$ cat src/rtl/ssd_pkg.sv
// ssd_pkg: shared constants, types and helpers for the seven-segment scan controller
package ssd_pkg;
  localparam logic [3:0] AN_OFF = 4'b1111;
  localparam int NUM_DIG = 4;
  localparam int DEF_DIV_MAX = 100000;
  localparam int DEF_BLANK_CYC = 1000;
  typedef logic [1:0] dig_sel_t;
  // digit s is a leading zero when it and every digit above it are zero; digit 0 never is
  function automatic logic lead_zero(input logic [15:0] v, input dig_sel_t s);
    lead_zero = s != 2'd0;
    for (int i = 0; i < NUM_DIG; i++)
      if (i >= int'(s) && v[4*i +: 4] != 4'h0) lead_zero = 1'b0;
  endfunction
endpackage

$ cat src/rtl/ssd_scan_prescaler.sv
// ssd_scan_prescaler: slot counter and digit selector for the display scan
module ssd_scan_prescaler
  import ssd_pkg::*;
#(
  parameter int DIV_MAX = DEF_DIV_MAX,
  parameter int DIV_W = 17,
  parameter int BLANK_CYC = DEF_BLANK_CYC
) (
  input  logic     clk,
  input  logic     rst_n,
  output dig_sel_t sel,
  output logic     slot_wrap,
  output logic     in_blank,
  output logic     frame_end
);
  logic [DIV_W-1:0] cnt;
  assign slot_wrap = cnt == DIV_W'(DIV_MAX - 1);
  assign in_blank = cnt < DIV_W'(BLANK_CYC);
  assign frame_end = slot_wrap && sel == 2'd3;
  always_ff @(posedge clk or negedge rst_n)
    if (!rst_n) begin
      cnt <= '0;
      sel <= '0;
    end else begin
      cnt <= slot_wrap ? '0 : cnt + 1'b1;
      if (slot_wrap) sel <= sel + 1'b1;
    end
endmodule

$ cat src/rtl/ssd_scan_ctrl.sv
// ssd_scan_ctrl: 4-digit common-anode scan with blanking, leading-zero suppression and frame-synchronous update
module ssd_scan_ctrl
  import ssd_pkg::*;
#(
  parameter int DIV_MAX = DEF_DIV_MAX,
  parameter int DIV_W = 17,
  parameter int BLANK_CYC = DEF_BLANK_CYC
) (
  input  logic        clk,
  input  logic        rst_n,
  input  logic [15:0] value,
  input  logic        load,
  input  logic [3:0]  dig_en,
  input  logic [3:0]  dp_in,
  input  logic        lz_blank,
  output logic [3:0]  nib,
  output logic [3:0]  an,
  output logic        dp,
  output logic        frame_tick
);
  dig_sel_t    sel;
  logic        slot_wrap, in_blank, frame_end, drive, pending;
  logic [15:0] active, shadow;
  logic [3:0]  active_dp, shadow_dp;
  ssd_scan_prescaler #(.DIV_MAX(DIV_MAX), .DIV_W(DIV_W), .BLANK_CYC(BLANK_CYC)) u_pre (
    .clk(clk), .rst_n(rst_n), .sel(sel), .slot_wrap(slot_wrap), .in_blank(in_blank), .frame_end(frame_end)
  );
  assign drive = !in_blank && dig_en[sel] && !(lz_blank && lead_zero(active, sel));
  always_ff @(posedge clk or negedge rst_n)
    if (!rst_n) begin
      active <= '0;
      shadow <= '0;
      active_dp <= '0;
      shadow_dp <= '0;
      pending <= 1'b0;
      nib <= '0;
      an <= AN_OFF;
      dp <= 1'b1;
      frame_tick <= 1'b0;
    end else begin
      if (load) begin
        shadow <= value;
        shadow_dp <= dp_in;
      end
      // a load on the boundary cycle bypasses the shadow so it is never a frame late
      if (frame_end) begin
        active <= load ? value : pending ? shadow : active;
        active_dp <= load ? dp_in : pending ? shadow_dp : active_dp;
        pending <= 1'b0;
      end else if (load) pending <= 1'b1;
      nib <= active[{sel, 2'b00} +: 4];
      an <= drive ? ~(4'b0001 << sel) : AN_OFF;
      dp <= drive ? ~active_dp[sel] : 1'b1;
      frame_tick <= slot_wrap && frame_end;
    end
endmodule

$ cat config.mk
export PLATFORM = sky130hd
export DESIGN_NAME = ssd_scan_ctrl
export DESIGN_NICKNAME = d
export VERILOG_FILES = /design/src/rtl/ssd_pkg.sv /design/src/rtl/ssd_scan_prescaler.sv /design/src/rtl/ssd_scan_ctrl.sv
export SDC_FILE = /design/constraint.sdc
export NUM_CORES = 1
export LEC_CHECK = 0
export CAP_MARGIN = 15
export CORE_MARGIN = 5
export CORE_UTILIZATION = 57
export CTS_BUF_LIST = sky130_fd_sc_hd__clkbuf_8
export CTS_CLUSTER_DIAMETER = 60
export DETAILED_ROUTE_END_ITERATION = 7
export PLACE_DENSITY = 0.92
export SLEW_MARGIN = 30
export SYNTH_ARGS = -nofsm -noshare
export SYNTH_HDL_FRONTEND = slang
export SYNTH_HIERARCHICAL = 1
export SYNTH_SLANG_ARGS = --single-unit
$ cat constraint.sdc
create_clock -name clk -period 3 [get_ports clk]
set_clock_uncertainty 0.15 [all_clocks]
set_input_delay 0.3 -clock clk [delete_from_list [all_inputs] [get_ports clk]]
set_output_delay 0.3 -clock clk [all_outputs]
set_load 0.005 [all_outputs]
==> results of run 1 <==
[report_power, final]
part / internal [mW] / total (mW) / leakage (nW) / switching (mW)
Sequential: 0.971 / 0.978 / 0.896 / 0.00773
Clock: 0.582 / 0.901 / 0.129 / 0.320
Combinational: 0.0740 / 0.122 / 0.657 / 0.0477
[cells in the mapped netlist (2+ instances only)]
| library cell | instances |
|---|---|
| sky130_fd_sc_hd__and2_1 | 4 |
| sky130_fd_sc_hd__and3_1 | 2 |
| sky130_fd_sc_hd__buf_2 | 2 |
| sky130_fd_sc_hd__buf_6 | 4 |
| sky130_fd_sc_hd__dfrtp_1 | 65 |
| sky130_fd_sc_hd__dfstp_2 | 5 |
| sky130_fd_sc_hd__ha_1 | 2 |
| sky130_fd_sc_hd__inv_1 | 3 |
| sky130_fd_sc_hd__mux2_2 | 20 |
| sky130_fd_sc_hd__mux2_4 | 20 |
| sky130_fd_sc_hd__mux2i_1 | 3 |
| sky130_fd_sc_hd__mux4_2 | 5 |
| sky130_fd_sc_hd__nand2_1 | 5 |
| sky130_fd_sc_hd__nand2b_1 | 2 |
| sky130_fd_sc_hd__nand3_1 | 7 |
| sky130_fd_sc_hd__nand4_1 | 3 |
| sky130_fd_sc_hd__nor2_1 | 11 |
| sky130_fd_sc_hd__nor3_1 | 2 |
| sky130_fd_sc_hd__nor4_1 | 6 |
| sky130_fd_sc_hd__o2111ai_1 | 2 |
| sky130_fd_sc_hd__o211ai_1 | 2 |
| sky130_fd_sc_hd__or3_1 | 3 |
| sky130_fd_sc_hd__xnor2_1 | 6 |
| sky130_fd_sc_hd__xor2_1 | 8 |
[final cells by class]
class	count	area share (%)
Sequential cell	70	47.0
Tap cell	70	2.34
Timing Repair Buffer	40	10.7
Multi-Input combinational cell	130	32.9
Clock inverter	2	1.61
Inverter	3	0.301
Clock buffer	14	5.15
[logic make-up after synthesis]
logic type	Yosys count	share of synthesized area (%)
XOR/XNOR	14	4.00
multiplexers	49	22.2
flip-flops	70	57.4
AO/OA/AOI/OAI	10	2.25
buffers and inverters	10	2.41
AND/OR/NAND/NOR	55	10.9
adder cells (fa/ha/maj)	2	0.817
[per-stage QoR]
stage	hold WS [ps]	cell area, um2	setup slack, ps
3_3_place_gp	327	3490	635
6_report	-14.4	3740	522
3_5_place_dp	328	3490	564
2_1_floorplan	-146	3060	730
5_1_grt	82.3	3740	366
4_1_cts	11.3	3740	523
[critical path, delay by kind of cell, from the launching register on]
kind                   cells  cell delay, ps
AO/OA/AOI/OAI              1              70
buffers and inverters      1             220
flip-flops                 1             460
multiplexers               1             330
AND/OR/NAND/NOR            3            1130
[layout by cell type, fill, tap and decap left out, types with 2 or more instances in the layout]
cell type	synthesis	routed
sky130_fd_sc_hd__dfrtp_1	65	65
sky130_fd_sc_hd__clkdlybuf4s50_1	0	36
sky130_fd_sc_hd__mux2_4	20	20
sky130_fd_sc_hd__mux2_2	20	20
sky130_fd_sc_hd__clkbuf_8	0	14
sky130_fd_sc_hd__nor2_1	11	11
sky130_fd_sc_hd__xor2_1	8	8
sky130_fd_sc_hd__nand3_1	7	7
sky130_fd_sc_hd__nor4_1	6	6
sky130_fd_sc_hd__xnor2_1	6	6
sky130_fd_sc_hd__mux4_2	5	5
sky130_fd_sc_hd__nand2_1	5	5
sky130_fd_sc_hd__dfstp_2	5	5
sky130_fd_sc_hd__and2_1	4	4
sky130_fd_sc_hd__mux2i_1	3	3
sky130_fd_sc_hd__inv_1	3	3
sky130_fd_sc_hd__nand4_1	3	3
sky130_fd_sc_hd__or3_1	3	3
sky130_fd_sc_hd__o211ai_1	2	2
sky130_fd_sc_hd__nand2b_1	2	2
sky130_fd_sc_hd__o2111ai_1	2	2
sky130_fd_sc_hd__bufinv_16	0	2
sky130_fd_sc_hd__buf_4	1	2
sky130_fd_sc_hd__and3_1	2	2
sky130_fd_sc_hd__nor3_1	2	2
sky130_fd_sc_hd__ha_1	2	2
[layer usage]
metal	wire, um	up-vias	part of all wire, %	track usage, %
met5	0	-	0	0
met4	91	0	1.7	7.13
met3	241	6	4.4	5.54
met2	2580	40	48	26.0
met1	2510	865	46	23.1
li1	-	847	-	-
[state kept, by name, summed over array words and instances, names as in the netlist]
| name | cells |
|---|---|
| frame_tick | 1 |
| pending | 1 |
| an | 4 |
| nib | 4 |
| u_pre/cnt | 17 |
| shadow | 16 |
| shadow_dp | 4 |
| active_dp | 4 |
| u_pre/sel | 2 |
| active | 16 |
| dp | 1 |
[final timing paths]
kind / end / slack, ps
max: active_dp[3]$_DFFE_PN0P_ / 520
min: u_pre/cnt[10]$_DFF_PN0_ / -10
max reg2reg: active_dp[3]$_DFFE_PN0P_ / 520
min reg2reg: shadow[11]$_DFFE_PN0P_ / 340
max in group asynchronous: shadow_dp[0]$_DFFE_PN0P_ / 2180
min in group clk: shadow[11]$_DFFE_PN0P_ / 340
==> impl_metrics.env, run 1 <==
export IMPL_status="complete, but fails checks"
export IMPL_violations="hold timing"
export IMPL_die_width_um=83.3
export IMPL_count_of_clock_tree_sinks=70
export IMPL_initial_core_utilization_pct=59.2
export IMPL_netlist_area_um2=3060
export IMPL_syn_instance_count=210
export IMPL_final_period_minus_worst_setup_slack_ps=2480
export IMPL_cts_root_to_sink_buffers=2
export IMPL_clkSlewWorstSetupHoldPaths_ps=70
export IMPL_route_vias_total=1758
export IMPL_final_hold_viol_count=11
export IMPL_maxCapViolCount=0
export IMPL_hold_path_class="input pin to asynchronous set/reset pin"
export IMPL_vdd_drop_max_uv=333
export IMPL_final_cells=329
export IMPL_ys_warn_count=6
export IMPL_nets=284
export IMPL_clock_latency_ps=340
export IMPL_critical_path_startpoint_type="flop"
export IMPL_async_flop_share_pct=100
export IMPL_timing_rr_start="u_pre/cnt[5]$_DFF_PN0_"
export IMPL_root_buffer="sky130_fd_sc_hd__clkbuf_8"
export IMPL_ys_dominant_reg_cell="sky130_fd_sc_hd__dfrtp_1"
export IMPL_detailedRoute_firstIterationViolations=119
export IMPL_cts_hold_buffers_added=0
export IMPL_ys_ff_latch=70
export IMPL_synth_cell_type_count=42
export IMPL_clock_tree_htree_level_count=3
export IMPL_worstPathRequired_ps=3070
export IMPL_slew_worst_pin_ps=818
export IMPL_timing_final_setup_violations=0
export IMPL_synth_edff_count=0
export IMPL_mappedNetlistNets=240
export IMPL_hold_worst_slack_ps=-14.4
export IMPL_dp_cells=313
export IMPL_share_of_the_cycle_needed_by_the_critical_path_after_routing_pct=82.6
export IMPL_power_density_nw_per_um2=535
export IMPL_cts_tree="done"
export IMPL_dp_final_hpwl_mm=3.72
export IMPL_placer_congestion=0.862
export IMPL_worstSetupStartpoint="u_pre/cnt[5]$_DFF_PN0_"
export IMPL_cts_repair_resized=0
export IMPL_slowest_stage="sky130_fd_sc_hd__or4bb_4"
export IMPL_avgViaCountPerCell=5.34
export IMPL_postCtsSetupRepairBufs=0
export IMPL_register_area_um2=1760
export IMPL_yosysSeqAreaShare_pct=57.4
export IMPL_postLayoutCoreUtil_pct=72.3
export IMPL_timing_fmax_ghz=0.404
export IMPL_top_post_synthesis_cells_by_area="sky130_fd_sc_hd__dfrtp_1 53%, sky130_fd_sc_hd__mux2_4 9.8%, sky130_fd_sc_hd__mux2_2 7.4%, sky130_fd_sc_hd__dfstp_2 4.3%, sky130_fd_sc_hd__mux4_2 3.7%"
export IMPL_cell_type_with_the_highest_aggregate_area_in_the_netlist="sky130_fd_sc_hd__dfrtp_1"
export IMPL_critical_path_max_fanout=20
export IMPL_power_leakage_nw=1.68
export IMPL_synth_avg_cell_area_um2=14.6
export IMPL_die_height_um=83.3
export IMPL_filler_cell_count=316
export IMPL_critPathCaptureType="flop"
export IMPL_multi_input_comb_area_um2=1230
export IMPL_area_growth_synth_to_final_pct=22.1
export IMPL_ios=38
export IMPL_maxSlewHeadroom_pct=45.5
export IMPL_worst_ep_arrival_time_ps=2550
export IMPL_grt_setup_unrepaired="false"
export IMPL_largest_net_degree_at_the_start_of_global_routing=71
export IMPL_reg2regPathDepth=6
export IMPL_rows=26
export IMPL_grt_total_usage_pct=17.3
export IMPL_detail_route_drc_violations=0
export IMPL_postRouteWirelength_mm=5.42
export IMPL_crit_path_max_incr_delay_ps=590
export IMPL_core_area_um2=5170
export IMPL_grt_pass1_wl_mm=9.25
export IMPL_drt_pass1_iter_count=4
export IMPL_totalPowerFinal_mw=2.00
export IMPL_antenna_cells=0
export IMPL_worst_path_class_setup="flop to flop"
export IMPL_grt_overflow=0
export IMPL_grt_antenna_before_repair=0
export IMPL_worstPathCellList="or4bb_4, nor4_1, and2_1, o21ai_1, buf_4, mux2_1"
export IMPL_die_area_um2=6940
export IMPL_number_of_routed_nets_with_antenna_violations=0
export IMPL_layout_drive_gt1_share_pct=29.0
export IMPL_yosysTopAreaCellShare_pct=53.1
export IMPL_buffer_ports_inserted=37
export IMPL_routed_wire_length_per_instance_um=16.5
export IMPL_via_count_of_the_first_global_routing_pass=1859
export IMPL_final_count_of_pins_violating_max_slew=0
export IMPL_totalNegativeSetupSlack_ps=0
export IMPL_number_of_cts_inserted_buffers=9
No activity file was read; power rests on OpenSTA's default activity.
==> run 2: changes to the inputs <==
CORE_UTILIZATION = 52   (was 57)
PLACE_DENSITY = 0.88   (was 0.92)
clock period = 2.09 ns   (was 3 ns; I/O delays follow)
==> impl_metrics.env, run 2 (same netlist as run 1, synthesis figures left out) <==
export IMPL_dp_cells=344
export IMPL_final_common_cell="sky130_fd_sc_hd__dfrtp_1"
export IMPL_clock_tree_htree_level_count=3
export IMPL_grt_total_usage_pct=20.6
export IMPL_timing_final_setup_violations=23
export IMPL_worst_ep_arrival_time_ps=2320
export IMPL_filler_cell_count=373
export IMPL_cp_buffers_inverters=1
export IMPL_postPlaceCellArea_um2=3730
export IMPL_grt_pass1_wl_mm=11.6
export IMPL_timing_rr_start="u_pre/cnt[14]$_DFF_PN0_"
export IMPL_via_count_of_the_first_global_routing_pass=2306
export IMPL_slew_worst_pin_ps=510
export IMPL_die_height_um=86.7
export IMPL_postRouteWirelength_mm=6.87
export IMPL_r2r_slack_ps=-140
export IMPL_violations="setup timing"
export IMPL_maxCapViolCount=0
export IMPL_crit_path_max_incr_delay_ps=560
export IMPL_power_density_nw_per_um2=694
export IMPL_antenna_cells=0
export IMPL_power_leakage_nw=1.87
export IMPL_worstPathRequired_ps=2180
export IMPL_number_of_cts_inserted_buffers=9
export IMPL_cts_tree="done"
export IMPL_count_of_clock_tree_sinks=70
export IMPL_cts_root_to_sink_buffers=2
export IMPL_placer_congestion=0.875
export IMPL_final_period_minus_worst_setup_slack_ps=2230
export IMPL_reg2regPathDepth=6
export IMPL_avgViaCountPerCell=5.64
export IMPL_r2r_end="active[3]$_DFFE_PN0P_"
export IMPL_final_hold_viol_count=0
export IMPL_worst_path_dominant_cell_family="simple AND/OR/NAND/NOR gates"
export IMPL_layout_common_cells="65 x sky130_fd_sc_hd__dfrtp_1, 36 x sky130_fd_sc_hd__clkdlybuf4s50_1, 30 x sky130_fd_sc_hd__buf_4, 21 x sky130_fd_sc_hd__mux2_4, 20 x sky130_fd_sc_hd__mux2_2"
export IMPL_ios=38
export IMPL_clock_latency_ps=350
export IMPL_hold_worst_slack_ps=116
export IMPL_detail_route_drc_violations=0
export IMPL_critical_path_max_fanout=5
export IMPL_core_area_um2=5820
export IMPL_reg_largest_list="u_pre/cnt x17, active x16, shadow x16"
export IMPL_timing_final_ws_setup_ps=-142
export IMPL_maxSlewHeadroom_pct=65.7
export IMPL_grt_antenna_before_repair=0
export IMPL_largest_register="u_pre/cnt"
export IMPL_detailedRoute_firstIterationViolations=132
export IMPL_area_growth_synth_to_final_pct=33.1
export IMPL_nets=317
export IMPL_critical_path_startpoint_type="flop"
export IMPL_worst_path_class_setup="flop to flop"
export IMPL_route_vias_total=2071
export IMPL_final_cells=367
export IMPL_totalPowerFinal_mw=2.83
export IMPL_timing_fmax_ghz=0.448
export IMPL_grt_overflow=0
export IMPL_clkSlewWorstSetupHoldPaths_ps=80
export IMPL_flip_flop_count_of_the_largest_register_after_layout=17
export IMPL_number_of_routed_nets_with_antenna_violations=0
export IMPL_drt_pass1_iter_count=4
export IMPL_initial_core_utilization_pct=52.6
export IMPL_register_area_um2=1760
export IMPL_share_of_the_cycle_needed_by_the_critical_path_after_routing_pct=107
export IMPL_status="complete, but fails checks"
export IMPL_postLayoutCoreUtil_pct=70.1
export IMPL_worstPathCellList="or4_4, nor4_4, and2_4, o21ai_4, clkbuf_16, mux2_2"
export IMPL_dp_final_hpwl_mm=4.48
export IMPL_buffer_ports_inserted=37
export IMPL_rows=28
export IMPL_hold_path_class="input pin to asynchronous set/reset pin"
export IMPL_die_area_um2=7520
export IMPL_totalNegativeSetupSlack_ps=-2620
export IMPL_grt_setup_unrepaired="true"
export IMPL_vdd_drop_max_uv=590
export IMPL_layout_drive_gt1_share_pct=38.7
export IMPL_final_area_um2=4070
export IMPL_critPathCaptureType="flop"
export IMPL_largest_net_degree_at_the_start_of_global_routing=40
export IMPL_final_count_of_pins_violating_max_slew=0
export IMPL_root_buffer="sky130_fd_sc_hd__clkbuf_8"
export IMPL_routed_wire_length_per_instance_um=18.7
export IMPL_detailedPlace_worstSlack_ps=-124
export IMPL_slowest_stage="sky130_fd_sc_hd__or4_4"
export IMPL_die_width_um=86.7
export IMPL_multi_input_comb_area_um2=1270
## run 2: changes by cell type in the layout (fill, tap and decap cells not counted), moves of 2 or more
cell / change
sky130_fd_sc_hd__inv_6: +3
sky130_fd_sc_hd__nor4_1: -2
sky130_fd_sc_hd__and2_1: -2
sky130_fd_sc_hd__and2_4: +2
sky130_fd_sc_hd__buf_4: +28
sky130_fd_sc_hd__buf_12: +2
sky130_fd_sc_hd__clkbuf_8: -5
## run 2: report_power, final
| group | switching (mW) | leakage [nW] | internal (mW) | total (mW) |
|---|---|---|---|---|
| Combinational | 0.0722 | 0.866 | 0.112 | 0.185 |
| Clock | 0.555 | 0.111 | 0.686 | 1.24 |
| Sequential | 0.0109 | 0.896 | 1.39 | 1.40 |
| Total | 0.638 | 1.87 | 2.19 | 2.83 |
## run 2: how the worst max path moves through the flow
stage / startpoint / end / slack, ps / depth (start not counted)
final: u_pre/cnt[14]$_DFF_PN0_ / active[3]$_DFFE_PN0P_ / -140 / 6
after global routing: u_pre/cnt[14]$_DFF_PN0_ / active[5]$_DFFE_PN0P_ / -200 / 6
after CTS: u_pre/cnt[5]$_DFF_PN0_ / active_dp[3]$_DFFE_PN0P_ / -130 / 6
after detailed placement: u_pre/cnt[14]$_DFF_PN0_ / active_dp[3]$_DFFE_PN0P_ / -120 / 6
after global placement: u_pre/cnt[14]$_DFF_PN0_ / active_dp[3]$_DFFE_PN0P_ / -70 / 6
after floorplan: u_pre/cnt[5]$_DFF_PN0_ / active_dp[3]$_DFFE_PN0P_ / -70 / 7
## run 2: cell type report
class / count / share of cell area [%]
clock inverters: 7 / 2.52
clock buffers: 9 / 3.04
inverters: 3 / 0.276
repair buffers: 73 / 17.5
well taps: 75 / 2.30
flip-flops and latches: 70 / 43.2
multi-input cells: 130 / 31.2
## run 2: what timing repair did
action / CTS / global route
gates resized for setup: 7 / 2
cloned: 2 / 0
buffers inserted: 2 / 2
hold endpoints to repair: 65 / 0
pin swaps: 4 / 2
hold buffers: 1 / 0
endpoints found under the setup margin: 22 / 24
## run 2: metal layers
metal / share of wire [%] / track usage (%)
met1: 41 / 25.5
met2: 50 / 34.3
met3: 5.8 / 5.23
met4: 2.6 / 8.92
met5: 0 / 0
## run 2: worst register-to-register path, cell delays in order, from the launching register on
cell                        delay (ps)
sky130_fd_sc_hd__dfrtp_1           390
sky130_fd_sc_hd__or4_4             560
sky130_fd_sc_hd__nor4_4            250
sky130_fd_sc_hd__and2_4            210
sky130_fd_sc_hd__o21ai_4           110
sky130_fd_sc_hd__clkbuf_16         190
sky130_fd_sc_hd__mux2_2            270
